File: src/rtl/my_sram.sv
// Single-clock FIFO over a register-file SRAM with a registered read port.
// Optional macro MY_SRAM_OVF_STICKY_EN: overflow latches until reset instead of pulsing.
module my_sram #(
    parameter int BITS       = 12,
    parameter int word_depth = 8,
    parameter int addr_width = 3
) (
    input  logic            clk,
    input  logic            rst_n,
    input  logic            read,
    input  logic            write,
    input  logic [BITS-1:0] data_in,
    output logic [BITS-1:0] data_out,
    output logic            ready,
    output logic            overflow
);

    localparam logic [addr_width:0] FULL_CNT = word_depth[addr_width:0];

    logic [BITS-1:0]       mem [word_depth];
    logic [addr_width-1:0] wr_ptr;
    logic [addr_width-1:0] rd_ptr;
    logic [addr_width:0]   count;
    logic                  full;
    logic                  empty;
    logic                  rd_acc;
    logic                  wr_acc;
    logic                  drop;

    assign full   = (count == FULL_CNT);
    assign empty  = (count == '0);
    assign rd_acc = read & ~empty;
    // A pop in the same cycle frees the slot, so a full FIFO still accepts the push.
    assign wr_acc = write & (~full | rd_acc);
    assign drop   = write & full & ~rd_acc;
    assign ready  = ~empty;

    // Storage is never cleared; only the reset-gated write enable touches it.
    always_ff @(posedge clk) begin
        if (rst_n && wr_acc)
            mem[wr_ptr] <= data_in;
    end

    always_ff @(posedge clk) begin
        if (!rst_n) begin
            wr_ptr   <= '0;
            rd_ptr   <= '0;
            count    <= '0;
            data_out <= '0;
            overflow <= 1'b0;
        end else begin
            if (wr_acc)
                wr_ptr <= wr_ptr + addr_width'(1);
            if (rd_acc) begin
                rd_ptr   <= rd_ptr + addr_width'(1);
                data_out <= mem[rd_ptr];
            end
            case ({wr_acc, rd_acc})
                2'b10:   count <= count + (addr_width+1)'(1);
                2'b01:   count <= count - (addr_width+1)'(1);
                default: count <= count;
            endcase
`ifdef MY_SRAM_OVF_STICKY_EN
            overflow <= overflow | drop;
`else
            overflow <= drop;
`endif
        end
    end

endmodule

File: config.mk
export PLATFORM = sky130hd
export DESIGN_NAME = my_sram
export DESIGN_NICKNAME = d
export VERILOG_FILES = /design/src/rtl/my_sram.sv
export SDC_FILE = /design/constraint.sdc
export NUM_CORES = 1
export LEC_CHECK = 0
export CAP_MARGIN = 20
export CORE_UTILIZATION = 41
export DETAILED_ROUTE_END_ITERATION = 10
export GPL_ROUTABILITY_DRIVEN = 0
export PLACE_DENSITY = 0.6
export SLEW_MARGIN = 20
export SYNTH_ARGS = -nofsm -noshare
export SYNTH_HDL_FRONTEND = slang
export SYNTH_SLANG_ARGS = --single-unit
File: constraint.sdc
create_clock -name clk -period 5.8 [get_ports clk]
set_input_delay 0.87 -clock clk [delete_from_list [all_inputs] [get_ports clk]]
set_output_delay 0.87 -clock clk [all_outputs]
set_load 0.005 [all_outputs]
==> flow_summary.yaml, run 1 <==
critical_path:
  critPathMaxFanout: 28
  criticalPathCategory: "in2reg"
  wp_data_arrival_ns: 3.24
  worst_ep_required_time_ns: 5.90
  rr_worst_depth: 4
  reg2reg_from: "count[1]$_SDFFE_PN0P_"
  setup.reg_to_reg.worst_slack_ns: 3.34
  critPathLaunchType: "input port"
  setup.worst_path.end_class: "flop"
  regToRegEndpoint: "mem[0][3]$_DFFE_PP_"
cells_and_area:
  post-route-cell-area_um2: 5710
  nets: 321
  diodes: 0
  signed_area_change_from_the_synthesized_netlist_to_the_final_layout_pct: 23.2
  fraction_of_final_layout_cells_with_drive_strength_greater_than_1: 0.225
  postLayoutCoreUtil: 0.522
  finish.cell_count_without_fillers: 455
global_routing:
  grt_pass1_wl_um: 13700
  grt_antenna_before_repair: 0
  globalRouteOverflowTotal: 0
  groute.usage.overall: 0.167
  maximum_number_of_pins_on_one_net_before_global_route_repair: 29
  grt_pass1_vias: 2471
pwr:
  power_density_nw_per_um2: 387
  share_clk_of_total_power: 0.479
  finalPower_mw: 2.21
  total_leakage_power_nw: 1.86
  internal_power_mw: 1.74
  share_seq_of_total_power: 0.446
  total_switching_power_mw: 0.470
  share_comb_of_total_power: 0.075
  power.share.switching: 0.213
  vdd.ir_drop.worst_mv: 0.215
timing:
  final.min_clock_period_ns: 3.13
  final_hold_viol_count: 0
  worst_pin_slew_ns: 0.965
  slew_violations: 0
  fmaxAchievable_mhz: 319
  worst_skew_ns: 0.0141
  worst_slew_margin_rel: 0.351
  rsz0062_at_grt: "false"
  fin_tns_setup_ns: 0
  timing.final.crit_share: 0.540
  worst_slack_ns: 2.67
  finalSetupViolations: 0
  final.hold.worst_slack_ns: 0.514
logic_synthesis:
  post_synth_num_cell_types: 37
  ys_ff_latch: 119
  synth_warnings: 0
  netlist_instances: 268
  proportion_of_register_bits_with_asynchronous_set_or_reset_after_synthesis: 0
  syn-cell-area_um2: 4640
  edff_count_synth: 96
  postSynthAreaPerCell_um2: 17.3
  sequential_element_share_of_the_synthesized_area: 0.721
  syn_nets: 287
  synth-main-ff-cell: "edfxtp_1"
routing:
  route.vias.total: 2431
  post-route-drc-count: 0
  drt-wirelength-per-cell_um: 19.5
  detail_route.vias_per_cell: 5.34
  drtIter0Drc: 269
  postRouteWirelength_um: 8870
  drtPass1Iterations: 4
  post_route_ant_nets: 0
placement:
  placed_cells: 423
  dp.final_hpwl_um: 5290
  portBuffers: 29
  dp_slack_ns: 2.13
  placed_cell_area_um2: 5090
job:
  max_cap_viol_count: 0
floorplanning:
  placeableCoreArea_um2: 10900
  floorplan.initialDensity: 0.424
  dieArea_um2: 11700
  fp.dieW_um: 108
  chip_height_um: 108
  num_io_pins: 30
  placementRows: 38
clock_network:
  htree_levels: 4
  clockBufferDepth: 2
  number_of_buffers_inserted_during_clock_tree_synthesis: 17
  clock_latency_on_the_worst_skew_pair_ns: 0.41
  worst_setup_hold_path_clk_slew_ns: 0.05
  cts_tree: "built"
  clock_sink_count: 119
  cts_setup_buffers: 0
  clock-root-buffer: "clkbuf_16"
  cts_hold_buffers: 0
  ctsResizeCount: 0
outcome:
  run_status: "finished, final reports clean"
min_path:
  hp-start: "data_out[6]$_SDFFE_PN0N_"
  hold_path_class: "reg2reg"
  min_path_cells: 2
  min_delay_worst_endpoint: "data_out[6]$_SDFFE_PN0N_"
## routing by layer
layer | track usage | vias to the layer above | wire length, um
met5 | 0 | - | 0
met4 | 0.0618 | 0 | 51
met3 | 0.0482 | 4 | 457
met2 | 0.260 | 63 | 4270
met1 | 0.224 | 1229 | 4090
li1 | - | 1135 | -
## area by class of cell
class / instances / area (um^2)
Sequential cell: 119 / 3340
Timing Repair Buffer: 33 / 320
Clock buffer: 20 / 457
Clock inverter: 12 / 150
Tap cell: 140 / 175
Multi-Input combinational cell: 130 / 1260
Inverter: 1 / 3.75
Fill cell: 874 / 5230
## cells by family (layout without fill, tap and decap cells)
logic type,after synthesis,count (layout),share of synthesized area
adders and majority gates,3,3,0.00810
DFF,119,119,0.721
xor gates and xnor gates,5,5,0.00945
muxes,28,28,0.125
buffers and inverters,19,66,0.0213
and+or+nand+nor,57,57,0.0607
AOI/OAI and AO/OA,37,37,0.0540
## sequential cells by signal, summed over array words and instances (netlist names)
| signal | count |
|---|---|
| mem | 96 |
| data_out | 12 |
| count | 4 |
| rd_ptr | 3 |
| wr_ptr | 3 |
| overflow | 1 |
## critical path, cell delays in order
cell             delay, ns
clkdlybuf4s50_1       1.04
nand2b_1              0.24
nor4_2                0.77
buf_4                 0.30
## synthesized netlist by cell type (2+ instances only)
master	number	area share
or3_1	2	0.0027
mux2i_1	4	0.0086
o211ai_1	2	0.0032
nor2b_1	2	0.0027
edfxtp_1	96	0.62
o211a_1	2	0.0043
xnor2_1	3	0.0057
and2_1	5	0.0067
o22ai_1	11	0.015
mux4_2	24	0.12
buf_6	2	0.0049
ha_1	3	0.0081
nand3_1	4	0.0043
clkbuf_1	7	0.0057
nor3_1	9	0.0097
nand2b_1	7	0.0094
nor2_1	15	0.012
nand2_1	9	0.0073
o21ai_0	14	0.015
dfxtp_1	23	0.099
xor2_1	2	0.0038
buf_2	6	0.0065
nor4_1	2	0.0027
## cells in the final DEF (no fill, tap or decap), types with 5 or more instances in the layout
| cell | count |
|---|---|
| nand2b_1 | 7 |
| nand2_1 | 9 |
| clkinvlp_4 | 5 |
| mux4_2 | 24 |
| clkdlybuf4s50_1 | 29 |
| dfxtp_1 | 22 |
| nor2_1 | 13 |
| nor3_1 | 5 |
| o22ai_1 | 11 |
| clkbuf_16 | 17 |
| edfxtp_1 | 96 |
| and2_1 | 5 |
| o21ai_0 | 14 |
## power by group through the flow
stage	logic [mW]	registers, mW	clock network [mW]
detailed placement	0.166	1.00	0
finish	0.166	0.984	1.06
floorplan	0.122	0.978	0
CTS	0.168	0.986	1.07
global placement	0.164	1.00	0
global route	0.181	0.990	1.11
## worst max path at each step
stage | startpoint | end | slack, ns | cells after the start
6_report | rst_n | mem[0][3]$_DFFE_PP_ | 2.67 | 4
4_1_cts | rst_n | mem[1][4]$_DFFE_PP_ | 2.51 | 4
5_1_grt | rst_n | mem[0][3]$_DFFE_PP_ | 2.47 | 4
3_5_place_dp | rst_n | mem[1][4]$_DFFE_PP_ | 2.13 | 4
3_3_place_gp | rst_n | mem[1][2]$_DFFE_PP_ | 2.26 | 4
2_1_floorplan | read | mem[0][0]$_DFFE_PP_ | 2.81 | 4
No activity file was read; power rests on OpenSTA's default activity.
==> run 2, diff against run 1 <==
- PLACE_DENSITY: 0.6 -> 0.62
- clock period: 5.8 -> 2.5 ns (I/O delays scaled with it)
==> flow_summary.yaml, run 2 (synthesized netlist as in run 1, its figures left out) <==
floorplanning:
  floorplan.initialDensity: 0.424
  fp.dieW_um: 108
  dieArea_um2: 11700
  num_io_pins: 30
  chip_height_um: 108
  placementRows: 38
  placeableCoreArea_um2: 10900
timing:
  slew_violations: 0
  final.min_clock_period_ns: 2.35
  worst_slack_ns: 0.149
  final_hold_viol_count: 0
  worst_pin_slew_ns: 0.576
  timing.final.crit_share: 0.941
  finalSetupViolations: 0
  worst_skew_ns: 0.00703
  rsz0062_at_grt: "false"
  fmaxAchievable_mhz: 425
  worst_slew_margin_rel: 0.616
clock_network:
  clock_latency_on_the_worst_skew_pair_ns: 0.40
  worst_setup_hold_path_clk_slew_ns: 0.06
  cts_hold_buffers: 0
  number_of_buffers_inserted_during_clock_tree_synthesis: 17
  clock-root-buffer: "clkbuf_16"
  htree_levels: 4
  clock_sink_count: 119
  ctsResizeCount: 0
  cts_tree: "built"
  clockBufferDepth: 2
  cts_setup_buffers: 0
critical_path:
  setup.worst_path.end_class: "output pin"
  critPathLaunchType: "flop"
  worst_ep_required_time_ns: 2.12
  cp_slowest_cell: "or3_1"
  criticalPathCategory: "reg2out"
  setup.reg_to_reg.worst_slack_ns: 0.52
  critical_path_buf_inv_count: 1
  critical_path.top_delay_family: "simple AND/OR/NAND/NOR gates"
  crit_path_cell_trace: "or3_1 -> nand2b_1 -> clkdlybuf4s50_1"
  wp_data_arrival_ns: 1.98
  critPathMaxFanout: 8
  slowest_delay_ns: 0.55
cells_and_area:
  leading_cell_type_in_the_layout_fill_and_taps_excluded: "edfxtp_1"
  diodes: 0
  biggestRegsByFlops: "mem: 96 flops, data_out: 12 flops, count: 4 flops"
  final_cell_mix: "edfxtp_1, clkdlybuf4s50_1, mux4_2"
  largest_register: "mem"
  signed_area_change_from_the_synthesized_netlist_to_the_final_layout_pct: 26.4
  nets: 341
  finish.cell_count_without_fillers: 475
  fraction_of_final_layout_cells_with_drive_strength_greater_than_1: 0.269
  post-route-cell-area_um2: 5860
  largest_register_ffs: 96
  fillerInstances: 882
job:
  max_cap_viol_count: 0
outcome:
  run_status: "finished, final reports clean"
pwr:
  finalPower_mw: 5.26
  power_density_nw_per_um2: 898
  total_leakage_power_nw: 1.99
  vdd.ir_drop.worst_mv: 0.524
global_routing:
  grt_pass1_vias: 2621
  grt_pass1_wl_um: 14400
  maximum_number_of_pins_on_one_net_before_global_route_repair: 26
  groute.usage.overall: 0.177
  globalRouteOverflowTotal: 0
  grt_antenna_before_repair: 0
min_path:
  hold_path_class: "reg2reg"
routing:
  drtIter0Drc: 166
  drtPass1Iterations: 4
  postRouteWirelength_um: 9180
  drt-wirelength-per-cell_um: 19.3
  post_route_ant_nets: 0
  route.vias.total: 2511
  detail_route.vias_per_cell: 5.29
  post-route-drc-count: 0
placement:
  portBuffers: 29
  placed_cell_area_um2: 5230
  dp.final_hpwl_um: 5920
  placed_cells: 443
  dp_slack_ns: 0.191
-- run 2: cell types whose count changed in the layout (fill, tap and decap cells not counted) --
cell	previous run	this run
buf_12	0	1
buf_4	4	23
bufinv_16	3	4
clkbuf_8	2	0
clkinv_1	1	0
clkinv_4	0	3
clkinvlp_4	5	2
inv_6	1	3
nor2_1	13	15
nor2_2	2	0
nor3_2	1	4
nor3_4	3	0
nor4_2	1	2
nor4_4	1	0
-- run 2: per-stage QoR --
stage	setup TNS (ns)	utilization	hold WS, ns
after global routing	0	0.536	0.556
after CTS	0	0.536	0.517
after detailed placement	0	0.478	0.497
after floorplan	-0.639	-	0.474
after global placement	0	0.478	0.497
final	0	0.536	0.514
-- run 2: final cells by class --
class	count	area, um^2	area share
sequential	119	3340	0.571
multi-input combinational	130	1230	0.209
timing repair buffer	53	483	0.0824
clock buffer	18	429	0.0732
clock inverter	14	198	0.0337
tap	140	175	0.0299
inverter	1	3.75	0.000641
-- run 2: worst min-delay path, delay by kind of cell, from the launching register on --
| family | cells | cell delay [ns] |
|---|---|---|
| flip-flops | 1 | 0.32 |
| AND/OR/NAND/NOR | 1 | 0.08 |
| AO/OA/AOI/OAI | 1 | 0.08 |
-- run 2: layer usage --
metal  track usage  vias to the layer above  wire length (um)
met2         0.288                       64              4620
met3        0.0542                        6               569
met1         0.223                     1265              3900
met4        0.0637                        0                83
met5             0                        -                 0
li1              -                     1176                 -
-- run 2: final timing paths --
path	from	endpoint	cells after the start
worst max register to register	count[0]$_SDFFE_PN0P_	mem[7][7]$_DFFE_PP_	4
worst min-delay path	data_out[6]$_SDFFE_PN0N_	data_out[6]$_SDFFE_PN0N_	2
worst min register to register	data_out[6]$_SDFFE_PN0N_	data_out[6]$_SDFFE_PN0N_	2
worst max-delay path	count[0]$_SDFFE_PN0P_	ready	3
-- run 2: power breakdown --
part           switching, mW  internal [mW]  leakage (nW)
clock network          0.891           1.68         0.301
logic                  0.204          0.238         0.634
registers             0.0490           2.20          1.06
total                   1.14           4.12          1.99
==> run 3, diff against run 2 <==
- SETUP_SLACK_MARGIN: default -> 0.02
==> results of run 3 <==
No change in the layout: final DEF, timing and power equal those of run 2.
